<file path="src/rtl/regfile_pkg.sv">
// Shared types and constants for the register-file write queue slice.
package regfile_pkg;

    localparam int REG_ADDR_W = 5;
    localparam int DATA_W     = 32;

    localparam logic [REG_ADDR_W-1:0] REG_ZERO = 5'd0;

    typedef struct packed {
        logic [REG_ADDR_W-1:0] dest;
        logic [DATA_W-1:0]     data;
    } wq_entry_t;

endpackage

</file>
<file path="src/rtl/regfile_write_queue_match.sv">
// wq_match: per-read-port lookup over the queued writes, youngest match wins.
// The data output exists only when REGFILE_WRITE_QUEUE_BYPASS_EN is defined.
module wq_match
    import regfile_pkg::*;
#(
    parameter int DEPTH = 4
) (
    input  logic [REG_ADDR_W-1:0]        dests [DEPTH],
`ifdef REGFILE_WRITE_QUEUE_BYPASS_EN
    input  logic [DATA_W-1:0]            datas [DEPTH],
`endif
    input  logic [$clog2(DEPTH)-1:0]     headPtr,
    input  logic [$clog2(DEPTH+1)-1:0]   count,
    input  logic [REG_ADDR_W-1:0]        readAddr,
    output logic                         hit
`ifdef REGFILE_WRITE_QUEUE_BYPASS_EN
    ,
    output logic [DATA_W-1:0]            data
`endif
);

    localparam int PW = $clog2(DEPTH);
    localparam int CW = $clog2(DEPTH+1);

    // Walk from oldest to youngest so the last assignment (the youngest match) sticks.
    always_comb begin
        hit = 1'b0;
`ifdef REGFILE_WRITE_QUEUE_BYPASS_EN
        data = '0;
`endif
        for (int k = 0; k < DEPTH; k++) begin
            if ((CW'(k) < count) && (readAddr != REG_ZERO) &&
                (dests[headPtr + PW'(k)] == readAddr)) begin
                hit = 1'b1;
`ifdef REGFILE_WRITE_QUEUE_BYPASS_EN
                data = datas[headPtr + PW'(k)];
`endif
            end
        end
    end

endmodule

</file>
<file path="src/rtl/regfile_write_queue.sv">
// Two-producer (ALU, load) write queue in front of the single register-file write port.
// Define REGFILE_WRITE_QUEUE_BYPASS_EN to add BypassData1/BypassData2 forwarding outputs.
module regfile_write_queue
    import regfile_pkg::*;
#(
    parameter int DEPTH = 4
) (
    input  logic                          Clk,
    input  logic                          Reset_n,
    input  logic                          AluValid,
    output logic                          AluReady,
    input  logic [REG_ADDR_W-1:0]         AluDest,
    input  logic [DATA_W-1:0]             AluData,
    input  logic                          LdValid,
    output logic                          LdReady,
    input  logic [REG_ADDR_W-1:0]         LdDest,
    input  logic [DATA_W-1:0]             LdData,
    output logic                          RegWrite,
    output logic [REG_ADDR_W-1:0]         WriteRegister,
    output logic [DATA_W-1:0]             WriteData,
    input  logic [REG_ADDR_W-1:0]         ReadRegister1,
    input  logic [REG_ADDR_W-1:0]         ReadRegister2,
    output logic                          Pending1,
    output logic                          Pending2,
    output logic [$clog2(DEPTH+1)-1:0]    Count
`ifdef REGFILE_WRITE_QUEUE_BYPASS_EN
    ,
    output logic [DATA_W-1:0]             BypassData1,
    output logic [DATA_W-1:0]             BypassData2
`endif
);

    localparam int PW = $clog2(DEPTH);
    localparam int CW = $clog2(DEPTH+1);

    wq_entry_t             entries [DEPTH];
    wq_entry_t             lastEntry;
    logic [PW-1:0]         headPtr;
    logic [PW-1:0]         tailPtr;
    logic [PW-1:0]         aluSlot;
    logic                  ldEnq;
    logic                  aluEnq;
    logic                  deq;
    logic [REG_ADDR_W-1:0] dests [DEPTH];
`ifdef REGFILE_WRITE_QUEUE_BYPASS_EN
    logic [DATA_W-1:0]     datas [DEPTH];
`endif

    // Handshake: a producer transfers on a cycle where Valid and Ready are both high at the
    // posedge. Ready looks only at the registered Count (never at this cycle's drain), so
    // it can drop while Valid is held; the producer keeps Dest/Data stable until it transfers.
    assign LdReady  = (Count != CW'(DEPTH));
    assign AluReady = (Count <= CW'(DEPTH-2)) || ((Count == CW'(DEPTH-1)) && !LdValid);

    // $0 writes still complete the handshake but never occupy a slot.
    assign ldEnq   = LdValid && LdReady && (LdDest != REG_ZERO);
    assign aluEnq  = AluValid && AluReady && (AluDest != REG_ZERO);
    assign deq     = (Count != '0);
    assign aluSlot = tailPtr + PW'(ldEnq);

    always_ff @(posedge Clk or negedge Reset_n) begin
        if (!Reset_n) begin
            for (int i = 0; i < DEPTH; i++) entries[i] <= '0;
            lastEntry <= '0;
            headPtr   <= '0;
            tailPtr   <= '0;
            Count     <= '0;
        end else begin
            // The load is the older instruction, so it takes the tail slot first.
            if (ldEnq)  entries[tailPtr] <= '{dest: LdDest, data: LdData};
            if (aluEnq) entries[aluSlot] <= '{dest: AluDest, data: AluData};
            if (deq)    lastEntry <= entries[headPtr];
            tailPtr <= tailPtr + PW'(ldEnq) + PW'(aluEnq);
            headPtr <= headPtr + PW'(deq);
            Count   <= Count + CW'(ldEnq) + CW'(aluEnq) - CW'(deq);
        end
    end

    assign RegWrite      = deq;
    assign WriteRegister = deq ? entries[headPtr].dest : lastEntry.dest;
    assign WriteData     = deq ? entries[headPtr].data : lastEntry.data;

    always_comb begin
        for (int i = 0; i < DEPTH; i++) begin
            dests[i] = entries[i].dest;
`ifdef REGFILE_WRITE_QUEUE_BYPASS_EN
            datas[i] = entries[i].data;
`endif
        end
    end

    wq_match #(.DEPTH(DEPTH)) uMatch1 (
        .dests    (dests),
`ifdef REGFILE_WRITE_QUEUE_BYPASS_EN
        .datas    (datas),
`endif
        .headPtr  (headPtr),
        .count    (Count),
        .readAddr (ReadRegister1),
        .hit      (Pending1)
`ifdef REGFILE_WRITE_QUEUE_BYPASS_EN
        ,
        .data     (BypassData1)
`endif
    );

    wq_match #(.DEPTH(DEPTH)) uMatch2 (
        .dests    (dests),
`ifdef REGFILE_WRITE_QUEUE_BYPASS_EN
        .datas    (datas),
`endif
        .headPtr  (headPtr),
        .count    (Count),
        .readAddr (ReadRegister2),
        .hit      (Pending2)
`ifdef REGFILE_WRITE_QUEUE_BYPASS_EN
        ,
        .data     (BypassData2)
`endif
    );

endmodule
</file>
<file path="config.mk">
export PLATFORM = sky130hd
export DESIGN_NAME = regfile_write_queue
export DESIGN_NICKNAME = d
export VERILOG_FILES = /design/src/rtl/regfile_pkg.sv /design/src/rtl/regfile_write_queue_match.sv /design/src/rtl/regfile_write_queue.sv
export SDC_FILE = /design/constraint.sdc
export NUM_CORES = 1
export LEC_CHECK = 0
export BUFFER_PORTS_ARGS = -buffer_cell sky130_fd_sc_hd__buf_4
export CORE_MARGIN = 1
export CORE_UTILIZATION = 28
export CTS_CLUSTER_DIAMETER = 120
export DETAILED_ROUTE_END_ITERATION = 10
export PLACE_DENSITY = 0.43
export SYNTH_ARGS = -nofsm -noshare
export SYNTH_HDL_FRONTEND = slang
export SYNTH_SLANG_ARGS = --single-unit
export TNS_END_PERCENT = 100
</file>
<file path="constraint.sdc">
create_clock -name Clk -period 2.9 [get_ports Clk]
set_input_delay 0.58 -clock Clk [delete_from_list [all_inputs] [get_ports Clk]]
set_output_delay 0.58 -clock Clk [all_outputs]
set_load 0.01 [all_outputs]
</file>
Word level (Yosys, flattened, before mapping) --
Index checks and enable logic that the tools add are counted.
Storage, ports and cells: flip-flop bits (word level) 192, latch bits 0, memory bits (writable) 0, bits in read-only memories 0, output and inout port bits 45, logic and storage cells 114, memories 0
Operators by class: $add $sub $neg 9, multiply operators 0, divide/modulo/power cells 0, magnitude comparators 13, equality and inequality tests 10, shifts and indexed selects 0, muxes and demuxes 33, bitwise operators 6, reduce and logical (&&, ||, !) cells 30
Operator list (number):
- bitwise mux 148 bit | 2
- 2-to-1 mux 148 bit | 2
- demux 37 bit (select 2 bit) | 2
- 2-to-1 mux 37 bit | 4
- binary-select mux 37 bit (select 2 bit) | 1
- 2-to-1 mux 5 bit | 9
- binary-select mux 5 bit (select 2 bit) | 4
- equality test 5 bit | 8
- 2-to-1 mux 32 bit | 1
- logical AND 1 bit | 23
- nonzero test 5 bit | 4
- >= comparator 3 bit (second input constant) | 6
- inverter 2 -> 3 bit | 6
- 2-to-1 mux 1 bit | 8
- adder 2 x 1 -> 2 bit | 3
- adder 3 x 1 -> 3 bit | 2
- < comparator 1 x 3 -> 1 bit (first input constant) | 2
- < comparator 2 x 3 -> 1 bit (first input constant) | 2
- < comparator 3 x 1 -> 1 bit (second input constant) | 2
- adder 2 bit (second input constant) | 2
- equality test 3 x 2 -> 1 bit (second input constant) | 1
- <= comparator 3 x 2 -> 1 bit (second input constant) | 1
- != test 3 bit (second input constant) | 1
- nonzero test 3 bit | 1
- other kinds (4) | 4

Depth between registers and ports, before layout --
Gate-level depths: netlist of run 1.
depth after elaboration 11, mapped depth 10, gate-level depth less buffers 9

Hierarchy --
From an unflattened synthesis of run 1, not the netlist that was laid out.
Second synthesis, totals: cell total of the unflattened synthesis 943, area total of the unflattened synthesis 11014.3 µm²
By module, submodules not included:
- regfile_write_queue | times used 1, cells each 817, area an instance 9500.4 µm², seq. area each 4804.6 µm²
- wq_match | times used 2, cells each 63, area an instance 757.0 µm², seq. area each 0.0 µm²

Least setup slack after synthesis of run 1 --
OpenSTA, ideal clock, no wires.
kind register to register, from register Count[0], to register Count[2], setup time 0.123 ns, data arrival time 2.889 ns, slack -0.112 ns, cell stages (with the launch flop) 11, path buffers 2, clock period less this slack 3.012 ns, cell sequence dfrtp_1 > nor3_1 > clkbuf_1 > clkbuf_1 > inv_1 > ha_1 > xnor2_1 > ha_1 > a21o_1 > fa_1 > xnor2_1
On the way: elaborated cells on any way between the ends 13
RTL lines:
- start: declaration | RTL line regfile_write_queue.sv:25 | output logic [$clog2(DEPTH+1)-1:0] Count
- start signal: assignment | RTL line regfile_write_queue.sv:75 | Count <= Count + CW'(ldEnq) + CW'(aluEnq) - CW'(deq);
- nonzero test 3 bit | RTL line regfile_write_queue.sv:58 | assign deq = (Count != '0);
- named net RegWrite | RTL line regfile_write_queue.sv:18 | output logic RegWrite,
- subtractor 3 x 1 -> 3 bit | RTL line regfile_write_queue.sv:75
The timed path passes the listed nets, and every way through them passes these cells. A chain may end at the register's enable or synchronous reset.

Final worst setup path of run 1 --
from register headPtr[0], to output Pending1
On the way: cells in the longest elaborated chain, start to end 10, elaborated cells on any way between the ends 31
Ends and longest elaborated chain:
- start: declaration | RTL line regfile_write_queue.sv:38 | logic [PW-1:0] headPtr;
- start signal: assignment | RTL line regfile_write_queue.sv:74 | headPtr <= headPtr + PW'(deq);
- adder 2 x 1 -> 2 bit or inverter 2 -> 3 bit (tied branches) | RTL line regfile_write_queue_match.sv:33 | (dests[headPtr + PW'(k)] == readAddr)) begin
- inverter 2 -> 3 bit (not written as such) or binary-select mux 5 bit (select 2 bit) (tied branches) | RTL line regfile_write_queue_match.sv:33
- binary-select mux 5 bit (select 2 bit) or 2-to-1 mux 5 bit (tied branches) | RTL line regfile_write_queue_match.sv:33
- 2-to-1 mux 5 bit (not written as such) | RTL line regfile_write_queue_match.sv:33
- 2-to-1 mux 5 bit (not written as such) or equality test 5 bit (tied branches) | RTL line regfile_write_queue_match.sv:33
- equality test 5 bit or logical AND 1 bit (tied branches) | RTL line regfile_write_queue_match.sv:33, regfile_write_queue_match.sv:32
- logical AND 1 bit or 2-to-1 mux 1 bit (tied branches) | RTL line regfile_write_queue_match.sv:32 | if ((CW'(k) < count) && (readAddr != REG_ZERO) &&
- 2-to-1 mux 1 bit (2 in a row) | RTL line regfile_write_queue_match.sv:32
- 2-to-1 mux 1 bit * | RTL line regfile_write_queue_match.sv:32
- end: declaration | RTL line regfile_write_queue.sv:23 | output logic Pending1,
Every way passes the cells marked *; elsewhere a longest branch is shown, timed or not. The select of a mux whose other input is x is not followed.

==> flow_summary.ini, run 1 <==
[floorplan]
initial_utilization = 0.286
die_area_um2 = 39400
io_pins = 133
num_rows = 71
core-area_um2 = 37800
die_h_um = 199
die_x_um = 199

[synth]
synth.net_count = 1054
ys_warn_count = 0
yosys.cell_count.top_type = dfrtp_1
synth_edf_count = 0
synth_top_area_share = 0.444
synth.distinct_cells = 48
synth_seq_cells = 192
ys.flop_type = dfrtp_1
synth.avg_cell_area_um2 = 11.3
synth_cells = 958
synth_area_um2 = 10800
ys_seq_area_frac = 0.444
postSynth.asyncResetShare = 1.00
synthTopCellsByCount = dfrtp_1 (192), mux2i_1 (166), nand2_1 (154)
synth_area_leader_cell = dfrtp_1
synth_area_leaders = dfrtp_1 (44%), mux2i_1 (15%), mux4_2 (10%), nand2_1 (5.3%), mux2_2 (4.1%)

[drt]
drt_iter0_markers = 316
drc = 0
totalWireLength_um = 32800
vias = 7892
vias_per_cell = 4.84
antenna_left = 0
dr.pass1.iters = 5
wl_per_cell_um = 20.1

[clocking]
ctsHtreeMaxLevel = 4
cts_root_buf = clkbuf_16
cts_inserted_buffers = 17
clockBufferDepth = 2
cts_tree = yes
ctsHoldBuffers = 0
clk_pin_slew_worst_paths_ns = 0.08
cts_sinks = 192
clock_latency_ns = 0.45

[power_and_ir_drop]
leakagePower_nw = 5.62
power.total_w = 0.0170
switchingPower_w = 0.00654
p_int_w = 0.0105
pwr-share-clk = 0.144
switching_share = 0.384
p_comb_frac = 0.567
p_seq_frac = 0.290
ir_drop_mv = 0.511
power_density_nw_per_um2 = 1250

[critical_path]
cp-end-kind = primary output
crit_path_start_kind = register
cp_data_arrival_time_ns = 2.65
startpoint = headPtr[0]
worstSetupPathType = reg -> out
cp.required_ns = 2.32
critPathMaxFanout = 8
reg2reg_from = Count[2]

[sta]
fmax_mhz = 310
finalHoldViolations = 0
timing.hold.ws_ns = 0.126
rsz0062_at_grt = yes
finalSetupViolCount = 34
slew_viol_final = 0
min_period_over_period = 1.11
slew-limit-headroom = 0.397
finalClockSkew_ns = 0.0132
fin_tns_setup_ns = -2.85
worstMarginPinSlew_ns = 0.904
fin_crit_ns = 3.23
layout_setup_ws_ns = -0.325

[cells_and_area]
stdcell_count = 1629
nNetsFinal = 1202
area_delta_synth_final_pct = 26.0
drive_gt1_frac = 0.312
n_antenna_cell = 0

[global_route]
grt_pass1_vias = 7972
track_usage = 0.170
antenna_found_initial = 1
grt_max_degree = 67
grt_remaining_overflow = 0
grt_pass1_wl_um = 49500

[run_status]
status = finished, violations left
violations = setup timing

[run]
drv_cap = 0

[worst_hold_path]
hold_class = in -> async

[place]
gp_congestion = 0.837
dp_hpwl_um = 21700
portBuffers = 132
dpl.cell_count = 1583
==> final cells by class <==
class	instances	area (um^2)
Inverter	9	33.8
Fill cell	3839	24200
Clock inverter	11	133
Timing Repair Buffer	206	1890
Multi-Input combinational cell	680	5670
Sequential cell	192	4810
Tap cell	511	639
Clock buffer	20	457
==> critical path, stage by stage (launching register included) <==
cell and delay, ns:
dfrtp_4 0.54, buf_12 0.15, mux4_2 0.54, nor2b_1 0.17, a2111oi_2 0.39, nand3_1 0.13
nand4_1 0.14, buf_4 0.13
==> sequential cells by signal, indices dropped and copies added, names as in the netlist <==
signal	cells
Count	3
dests	20
entries	128
headPtr	2
lastEntry	37
tailPtr	2
==> path summary, 6_finish.rpt <==
kind	to	slack [ns]	cells past startpoint
worst max-delay path	Pending1	-0.33	7
min in group Clk	entries[2]	0.36	3
max in group asynchronous	entries[104]	2.03	2
worst min register to register	lastEntry[10]	0.50	1
worst max register to register	dests[5]	0.24	9
worst min-delay path	entries[95]	0.13	1
==> through the flow <==
| stage | instance area [um^2] | worst slack (ns) | util |
|---|---|---|---|
| finish | 13600 | -0.325 | 0.360 |
| global route | 13600 | -0.427 | 0.360 |
| CTS | 13500 | -0.304 | 0.357 |
| detailed placement | 12700 | -0.170 | 0.336 |
| global placement | 12700 | -0.136 | 0.336 |
| floorplan | 10800 | 0.0449 | - |
==> per-layer routing <==
metal  track usage  wire length [um]  up-vias
li1              -                 -     3729
met1         0.230             15400     3997
met2         0.277             15600      153
met3        0.0393              1470       13
met4        0.0356               267        0
met5             0                 0        -
==> power by group through the flow <==
| stage | combinational [W] | sequential (W) | clock [W] |
|---|---|---|---|
| finish | 0.00966 | 0.00493 | 0.00245 |
| global route | 0.0105 | 0.00512 | 0.00262 |
| CTS | 0.00960 | 0.00492 | 0.00253 |
| detailed placement | 0.00909 | 0.00501 | 0 |
| global placement | 0.00900 | 0.00502 | 0 |
| floorplan | 0.00608 | 0.00467 | 0 |
==> repair_timing <==
item,in CTS,in global routing
resized for setup,10,18
endpoints found under the setup margin,36,35
endpoints found under the hold margin,0,0
gates cloned,3,1
pin swaps,7,4
buffers inserted,8,3
==> cells by family (layout without fill, tap and decap cells) <==
family / Yosys count / in the layout / share of synthesized area
AND/OR/NAND/NOR: 199 / 199 / 0.0791
AO/OA/AOI/OAI: 171 / 171 / 0.0860
XOR/XNOR: 47 / 47 / 0.0380
multiplexers: 255 / 255 / 0.298
flip-flops: 192 / 192 / 0.444
buffers and inverters: 86 / 246 / 0.0450
adder cells (fa/ha/maj): 8 / 8 / 0.00994
==> cells in the final DEF (no fill, tap or decap), drive strengths merged, types with 7 or more instances in the layout <==
cell type  count
buf          204
clkbuf        22
dfrtp        192
ha             7
inv           11
mux2          39
mux2i        166
mux4          50
nand2        154
nor2b          7
o21ai        153
xnor2         26
xor2          21
No activity file was read; power rests on OpenSTA's default activity.
==> inputs of run 2 (changes only) <==
Settings changed: SKIP_LAST_GASP from default to 1.
==> flow_summary.ini, run 2 (synthesis results as in run 1) <==
[power_and_ir_drop]
switching_share = 0.384
p_int_w = 0.0105
pwr-share-clk = 0.144
power.total_w = 0.0170
ir_drop_mv = 0.510
p_comb_frac = 0.567
leakagePower_nw = 5.62
switchingPower_w = 0.00654
power_density_nw_per_um2 = 1250
p_seq_frac = 0.290

[critical_path]
crit_family = flip-flops
ff2ff_path_depth = 9
crit_cells = 7
cp_data_arrival_time_ns = 2.65
critPathBufInv = 2
cp.required_ns = 2.32
cp-end-kind = primary output
path_cells = buf_12, mux4_2, nor2b_1, a2111oi_2, nand3_1, nand4_1, buf_4
worstSetupPathType = reg -> out
slowest_stage = dfrtp_4
crit_path_start_kind = register
critPathMaxStageDelay_ns = 0.54
critPathMaxFanout = 8

[drt]
drt_iter0_markers = 324
totalWireLength_um = 32800
vias = 7879
drc = 0
dr.pass1.iters = 5
wl_per_cell_um = 20.1
antenna_left = 0
vias_per_cell = 4.84

[cells_and_area]
area_delta_synth_final_pct = 25.9
multi_input_area_um2 = 5670
stdcell_count = 1629
drive_gt1_frac = 0.312
final_common_cell = dfrtp_1
largest_reg_flops = 128
n_antenna_cell = 0
regMostFlops = entries
nNetsFinal = 1202
n_fill_cell = 3839
final_cell_mix = dfrtp_1 (190), buf_4 (179), mux2i_1 (162)
seq_area_um2 = 4810

[run]
drv_cap = 0

[clocking]
clockBufferDepth = 2
cts_tree = yes
cts_sinks = 192
clk_pin_slew_worst_paths_ns = 0.08
ctsHtreeMaxLevel = 4
cts_root_buf = clkbuf_16
cts_inserted_buffers = 17
clock_latency_ns = 0.45

[global_route]
track_usage = 0.170
grt_pass1_vias = 7972
grt_remaining_overflow = 0
grt_max_degree = 67
grt_pass1_wl_um = 49500
antenna_found_initial = 1

[place]
dpl.cell_count = 1583
portBuffers = 132
dp_slack_ns = -0.170
gp_congestion = 0.837
dp_hpwl_um = 21700

[sta]
fin_tns_setup_ns = -2.77
slew_viol_final = 0
worstMarginPinSlew_ns = 0.900
min_period_over_period = 1.11
layout_setup_ws_ns = -0.327
finalClockSkew_ns = 0.0136
rsz0062_at_grt = yes
fmax_mhz = 310
fin_crit_ns = 3.23
slew-limit-headroom = 0.400
finalHoldViolations = 0
finalSetupViolCount = 34

[run_status]
status = finished, violations left
violations = setup timing

[floorplan]
die_x_um = 199
num_rows = 71
core-area_um2 = 37800
io_pins = 133
initial_utilization = 0.286
die_area_um2 = 39400
die_h_um = 199

[worst_hold_path]
hold_class = in -> async
run 2: cell types whose count changed in the layout (fill, tap and decap cells not counted):
cell	before	now
mux2i_2	1	2
mux2i_4	3	2
run 2: routing by layer:
metal | wire length (um) | vias up | GRT usage
met5 | 0 | - | 0
met4 | 272 | 0 | 0.0356
met3 | 1500 | 13 | 0.0393
met2 | 15600 | 156 | 0.277
met1 | 15400 | 3982 | 0.230
li1 | - | 3728 | -
run 2: timing repair:
item / CTS / global route
hold buffers: 0 / 0
gates resized for setup: 10 / 17
setup buffers: 8 / 3
cloned: 3 / 1
setup endpoints to repair: 36 / 35
pin swaps: 7 / 4
run 2: stage by stage:
step / hold WS [ns] / area, um^2 / utilization
after floorplan: 0.284 / 10800 / -
after global placement: 0.478 / 12700 / 0.336
after detailed placement: 0.482 / 12700 / 0.336
after CTS: 0.146 / 13500 / 0.357
after global routing: 0.161 / 13600 / 0.360
final: 0.129 / 13600 / 0.360
run 2: power by group through the flow:
stage / combinational, W / clock, W / sequential (W)
floorplan: 0.00608 / 0 / 0.00467
global placement: 0.00900 / 0 / 0.00502
detailed placement: 0.00909 / 0 / 0.00501
CTS: 0.00960 / 0.00253 / 0.00492
global route: 0.0105 / 0.00262 / 0.00511
finish: 0.00965 / 0.00244 / 0.00493
run 2: layout make-up:
| type | instances | share of cell area |
|---|---|---|
| multi-input cells | 680 | 0.416 |
| inverters | 9 | 0.00248 |
| repair buffers | 206 | 0.138 |
| well taps | 511 | 0.0469 |
| clock buffers | 20 | 0.0335 |
| flip-flops and latches | 192 | 0.353 |
| clock inverters | 11 | 0.00973 |
run 2: final timing paths:
path | startpoint | slack (ns) | end
worst max-delay path | headPtr[0] | -0.33 | Pending1
max in group asynchronous | Reset_n | 2.02 | entries[104]
min in group Clk | AluData[2] | 0.37 | entries[2]
worst min-delay path | Reset_n | 0.13 | entries[95]
worst min register to register | lastEntry[10] | 0.50 | lastEntry[10]
worst max register to register | Count[2] | 0.23 | dests[5]
